$ cat config.mk
export PLATFORM = sky130hd
export DESIGN_NAME = mux_rr_nto1
export DESIGN_NICKNAME = d
export VERILOG_FILES = /design/src/rtl/mux_rr_nto1.sv
export SDC_FILE = /design/constraint.sdc
export NUM_CORES = 1
export LEC_CHECK = 0
export ABC_CLOCK_PERIOD_IN_PS = 4300
export CAP_MARGIN = 20
export CORE_ASPECT_RATIO = 1.4
export CORE_MARGIN = 4
export CORE_UTILIZATION = 40
export CTS_BUF_LIST = sky130_fd_sc_hd__clkbuf_4 sky130_fd_sc_hd__clkbuf_8
export DETAILED_ROUTE_END_ITERATION = 7
export HOLD_SLACK_MARGIN = 0.05
export PLACE_DENSITY = 0.83
export REMOVE_ABC_BUFFERS = 1
export SYNTH_ARGS = -nofsm -noshare
export SYNTH_HDL_FRONTEND = slang
export SYNTH_SLANG_ARGS = --single-unit
export TNS_END_PERCENT = 1
$ cat constraint.sdc
create_clock -name clk -period 4.3 [get_ports clk]
set_input_delay 0.86 -clock clk [delete_from_list [all_inputs] [get_ports clk]]
set_output_delay 0.86 -clock clk [all_outputs]
set_load 0.02 [all_outputs]
$ cat src/rtl/mux_rr_nto1.sv
// mux_rr_nto1: registered N-to-1 valid/ready channel multiplexer.
// Merges N producer channels into one output register, either from a fixed
// select index or by round-robin arbitration over all requesting channels.
module mux_rr_nto1 #(
    parameter  int N    = 8,
    parameter  int W    = 8,
    localparam int SELW = (N > 2) ? $clog2(N) : 1
) (
    input  logic              clk,
    input  logic              rst,
    input  logic [N*W-1:0]    in_data,
    input  logic [N-1:0]      in_valid,
    output logic [N-1:0]      in_ready,
    input  logic              mode,
    input  logic [SELW-1:0]   sel,
    output logic [W-1:0]      out_data,
    output logic [SELW-1:0]   out_chan,
    output logic              out_valid,
    input  logic              out_ready
);

    logic [W-1:0]    r_data;
    logic [SELW-1:0] r_chan;
    logic            r_valid;
    logic [SELW-1:0] r_ptr;

    logic            w_ld;
    logic            w_gnt_vld;
    logic [SELW-1:0] w_gnt;
    logic [W-1:0]    w_gnt_data;
    logic            w_fire;
    logic            w_hi_hit;
    logic [SELW-1:0] w_hi;
    logic            w_lo_hit;
    logic [SELW-1:0] w_lo;

    // The output register can take a new word when empty or being drained.
    assign w_ld   = !r_valid || out_ready;
    // Reset blocks acceptance so no word is taken on a reset edge.
    assign w_fire = w_ld && w_gnt_vld && !rst;

    // Round-robin search split in two: lowest requester at or above the
    // pointer wins; otherwise wrap around to the lowest requester overall.
    always_comb begin
        w_hi_hit = 1'b0;
        w_hi     = '0;
        w_lo_hit = 1'b0;
        w_lo     = '0;
        for (int i = N - 1; i >= 0; i--) begin
            if (in_valid[i]) begin
                w_lo_hit = 1'b1;
                w_lo     = SELW'(i);
            end
            if (in_valid[i] && (i >= int'(r_ptr))) begin
                w_hi_hit = 1'b1;
                w_hi     = SELW'(i);
            end
        end
    end

    // Grant selection: fixed index (out-of-range grants nothing) or round-robin.
    always_comb begin
        w_gnt_vld = 1'b0;
        w_gnt     = '0;
        if (!mode) begin
            for (int i = 0; i < N; i++) begin
                if ((int'(sel) == i) && in_valid[i]) begin
                    w_gnt_vld = 1'b1;
                    w_gnt     = SELW'(i);
                end
            end
        end else if (w_hi_hit) begin
            w_gnt_vld = 1'b1;
            w_gnt     = w_hi;
        end else if (w_lo_hit) begin
            w_gnt_vld = 1'b1;
            w_gnt     = w_lo;
        end
    end

    // Data mux for the granted channel and the one-hot accept back to producers.
    always_comb begin
        w_gnt_data = '0;
        in_ready   = '0;
        for (int i = 0; i < N; i++) begin
            if (int'(w_gnt) == i) begin
                w_gnt_data  = in_data[i*W +: W];
                in_ready[i] = w_fire;
            end
        end
    end

    // Output register and round-robin pointer; pointer advances past every grant.
    always_ff @(posedge clk) begin
        if (rst) begin
            r_data  <= '0;
            r_chan  <= '0;
            r_valid <= 1'b0;
            r_ptr   <= '0;
        end else if (w_ld) begin
            if (w_gnt_vld) begin
                r_data  <= w_gnt_data;
                r_chan  <= w_gnt;
                r_valid <= 1'b1;
                r_ptr   <= (int'(w_gnt) == N - 1) ? '0 : w_gnt + 1'b1;
            end else begin
                r_valid <= 1'b0;
            end
        end
    end

    assign out_data  = r_data;
    assign out_chan  = r_chan;
    assign out_valid = r_valid;

endmodule

* Word-level counts from Yosys, hierarchy flattened *
Index checks and enable logic that the tools add are counted.

word-level totals
  register bits after elaboration = 15
  input port bits = 79

operators by class
  multiplexer cells = 69
  order comparisons = 7
  eq/ne operators = 14
  reductions and logical operators = 23
  add/subtract/negate cells = 1

operators with widths
  kind                                                                   number
  3-bit 2-to-1 mux                                                       25
  8-bit 2-to-1 mux                                                       8
  1-bit 2-to-1 mux                                                       36
  3-bit == test (second input constant)                                  8
  1-bit logical AND                                                      17
  3-bit by 2-bit == test with 1-bit output (second input constant)       4
  3-bit >= comparator (first input constant)                             3
  3-bit by 1-bit == test with 1-bit output (second input constant)       2
  1-bit by 3-bit >= comparator with 1-bit output (first input constant)  2
  2-bit by 3-bit >= comparator with 1-bit output (first input constant)  2
  3-bit zero test                                                        2
  3-bit by 1-bit adder with 3-bit output (second input constant)         1
  1-bit zero test                                                        2
  2-bit AND reduction                                                    1
  1-bit logical OR                                                       1

* Longest topological paths before layout *
  depth after elaboration = 20
  depth in mapped cells = 16

* Worst setup path before layout *
No wires, ideal clock.

  path type = input to output
  start point = in mode
  end point = out in_ready[3]
  setup slack = 569 ps
  stages on the path = 11
  required time = 3440 ps
  path buffers = 1
  arrival time = 2871 ps
  cell sequence = clkbuf_1 -> o21a_1 -> a31oi_1 -> nor3_1 -> o211ai_1 -> o221a_2 -> inv_1 -> ha_1 -> ha_1 -> inv_1 -> nor3_1

on the way
  elaborated cells on any way between the ends = 6

RTL lines
  what                RTL line  text
  start: declaration  14        input logic mode,
  3-bit 2-to-1 mux    65        if (!mode) begin
  via w_gnt[0]        29        logic [SELW-1:0] w_gnt;
  3-bit == test       86        if (int'(w_gnt) == i) begin
  1-bit 2-to-1 mux    86
  end: declaration    13        output logic [N-1:0] in_ready,

The timed path passes the listed nets, and every way through them passes these cells.

* Worst setup path in the final report *
  start point = in in_valid[2]
  end point = reg r_data[5], in the netlist out_data[5]

on the way
  cells in the longest elaborated chain, start to end = 17
  elaborated cells on any way between the ends = 49

RTL lines
  what                            RTL line  text
  start: declaration              12        input logic [N-1:0] in_valid,
  1-bit logical AND               67        if ((int'(sel) == i) && in_valid[i]) begin
  3-bit 2-to-1 mux (6 in series)  67
  3-bit 2-to-1 mux (*)            65
  via w_gnt[0]                    29
  3-bit zero test                 86
  8-bit 2-to-1 mux (7 in series)  86
  8-bit 2-to-1 mux (*)            86
  end signal: assignment          102       r_data <= w_gnt_data;
  end: declaration                22        logic [W-1:0] r_data;

The timed path passes the listed nets; every way through them passes the cells marked *.
A chain may end at the register's enable or synchronous reset.

==> impl_summary.md <==
STA
The period utilization is 95.9%. The number of hold-slack violations in the final timing report is 0. In the final timing run, aggregate negative setup slack is 0 ns. Setup violations remaining at the end of the flow were counted as 0. The post-route clock skew is roughly 0.0024 ns. The transition time at the pin with the least slew margin is 0.668 ns.

Subtracting the final worst setup slack from the clock period gives ~4.1 ns. The worst pin sits at a relative slew slack of ~55%. The peak clock frequency supported by timing is between 0.2 and 0.25 GHz. The final-report max-slew violation count is 0.

CTS
In this run the clock root is driven by a clkbuf_8. The clock passes through at most 2 buffers. The clock drives 15 sinks. The CTS tree is done. The quantity of hold-fixing buffers added after cts is 0.

The number of buffers created by CTS is 3. In this run the number of H-tree levels came out at 1. The clock reaches the later pin of the worst-skew pair after about 0.25 ns. The buffers inserted during post-CTS setup optimization is 0.

Clock-pin slew was measured on the worst setup and hold paths at 0.06 ns.

Setup path
The largest single stage delay on the critical path is about 0.55 ns. The largest fanout on the critical path is 16. The slowest stage of the critical path belongs to the cell clkdlybuf4s50_1. For the worst setup path, the data required time is 4.46 ns. The kind of critical path is primary input to flop. Traced cell by cell, the critical path runs through clkdlybuf4s50_1 -> a21bo_2 -> a21oi_2 -> nor3_1 -> o211ai_1 -> o221a_2 -> inv_1 -> buf_4 -> ha_1 -> buf_4 -> nor2b_1 -> a221o_1 -> o211ai_1 -> o221a_1 -> o22ai_1. The sort of element at the start of the critical path is a primary input.

STA classifies the critical path endpoint as a flop. The worst path arrival time is around 4.3 ns.

Global routing
The first global-routing pass estimated roughly 11000 µm of wire. The overall global routing resource usage is between 20% and 30%. The remaining global-route overflow is 0. The number of global-route vias before repair is ~2500. The number of antenna violations at the first check in global routing is 0. Entering global routing, the biggest net connects 20 pins.

Synth
By instance count, the leading cell after synthesis is nand2_1. The total of flip-flops plus latches after synthesis is 15. The mapped netlist covers roughly 1800 µm². Sorting the synthesized cells by how often they occur yields 25 x nand2_1, 15 x a21oi_1, 15 x dfxtp_1.

The count of yosys warnings during synthesis is 0. The number of library cell types mapped by synthesis is 48. In this run, synthesis inferred 0 flip-flops with an integrated enable. After synthesis, the mean cell area works out to 7.32 µm². The fraction of post-synthesis cell area in the top cell type by area is 17.0%. By area the synthesized netlist is led by dfxtp_1 17%, nand2_1 5.3%, o211ai_1 4.7%. Among all flip-flop cells after synthesis, the most frequent one is dfxtp_1.

The instance count of the mapped netlist is between 200 and 250. Summing the sequential cell areas from Yosys gives ~17% of the chip area. The largest area contributor in the synthesized netlist is dfxtp_1. The async set or reset register ratio after synthesis is 0%.

Power and ir drop
In this run the static leakage power is ~0.0013 µW. The power density over the cells is ~280 nW/µm². The worst-case IR drop observed on VDD is between 0.15 and 0.2 mV.

Floorplan
The starting density of the core is about two fifths. The die width is between 60 and 70 µm. After floorplanning, the core was sized to cover around 4200 µm². The floorplan step defined a die boundary enclosing ~5600 µm². During I/O placement, the number of pins put on the boundary was 99.

The floorplan has 28 rows. The height of the chip is 86.6 µm.

Cells and area
The number of non-filler instances in the completed layout is 417. Compared with the post-synthesis result, the final layout area differs by 71.2%. The count of fill cells added during filler insertion is roughly 350. Cells fill a little under three quarters of the core in the end.

The number of antenna diodes in the final layout is 0. In the final layout, the share of cells above drive strength 1 is about 15%. The final layout contains approximately 440 nets. After routing the design area is slightly above 3000 µm².

Place
The post-detailed-placement half-perimeter wirelength is between 5000 and 6000 µm. The congestion estimate from routability-driven global placement came to between 0.9 and 1. The instance area after placement is 2970 µm².

Port buffering added slightly below 100 buffers. The count of placed standard cells including taps is around 410.

Routing
The number of iterations in the first detailed-routing pass is 5. The DRC marker count from the first detailed-route iteration is slightly below 200. The via count is ~2500. After detailed routing, the average wire length per cell comes to 17.1 µm. The remaining antenna violation count after routing is 0. After detailed routing, the number of remaining DRC violations is 0.

The routed design has roughly 7000 µm of wire. The number of vias per cell after detailed routing is around 5.9.

Flow run
Max-cap violations in this run came to 0.

Outcome
The flow ran to the end, and the final reports show no timing, DRC or antenna violations.

Min path
The path class of the tightest hold or removal check is flop to flop.
per-stage QoR:
stage	hold WS, ns	worst slack (ns)	total power [µW]
after global routing	0.567	-0.0186	904
after floorplan	0.550	0.660	465
final	0.513	0.178	845
after CTS	0.519	0.00123	844
after global placement	0.506	0.00128	713
after detailed placement	0.513	-0.168	724
critical path, delay by kind of cell:
kind,cells,cell delay [ns]
compound gates,8,1.60
simple gates,2,0.63
fa+ha+maj,1,0.25
buf+inv,4,0.96
flip-flops by register name (all words and copies together) (netlist names):
signal,count
r_ptr,3
out_chan,3
out_data,8
out_valid,1
cells by family after synthesis:
logic type / Yosys count / share of synthesized area (%)
AOI/OAI and AO/OA: 103 / 43.0
and+or+nand+nor: 79 / 22.1
buffers and inverters: 31 / 8.16
DFF: 15 / 17.0
muxes: 7 / 5.46
adders and majority gates: 6 / 4.26
what timing repair did:
| item | 4_1_cts | 5_1_grt |
|---|---|---|
| gates resized for setup | 4 | 8 |
| pin swaps | 0 | 0 |
| endpoints found under the hold margin | 0 | 0 |
| setup endpoints to repair | 4 | 8 |
per-layer routing:
layer	up-vias	track usage [%]	share of wire, %	wire length, µm
met2	137	48.6	53	3800
met3	44	4.28	6.6	472
met5	-	0	0	0
met1	1124	24.0	35	2470
met4	0	13.8	5.8	413
li1	1159	-	-	-
power by group:
group / switching, µW / internal, µW
logic: 264 / 272
registers: 27.2 / 166
clock network: 52.3 / 64.2
final timing paths:
path / depth (start not counted) / end / startpoint / slack (ns)
hold / removal: 2 / out_chan[0] / out_chan[0] / 0.51
setup / recovery: 15 / out_data[5] / in_valid[2] / 0.18
setup reg to reg: 14 / out_data[5] / r_ptr[2] / 0.84
hold reg to reg: 2 / out_chan[0] / out_chan[0] / 0.51
layout by cell type, fill, tap and decap left out, drive strengths merged, types with 4 or more instances in the layout:
master / instances
nand2b: 4
o21ai: 19
and3: 12
a221o: 4
a221oi: 7
clkdlybuf4s50: 90
buf: 33
o211ai: 12
mux2i: 4
nor2: 12
nor2b: 4
nand2: 25
nand3: 8
dlymetal6s2s: 4
ha: 6
dfxtp: 15
clkbuf: 4
inv: 12
o22ai: 10
nor3: 8
a21oi: 19
area by class of cell:
type                            instances  area [µm²]  area share [%]
Tap cell                               60        75.1            2.49
Timing Repair Buffer                  131        1230            40.7
Multi-Input combinational cell        195        1320            43.8
Clock buffer                            3        41.3            1.37
Inverter                               12        45.0            1.49
Clock inverter                          1        5.00           0.166
Sequential cell                        15         300            9.94
(Power assumes the default switching activity.)
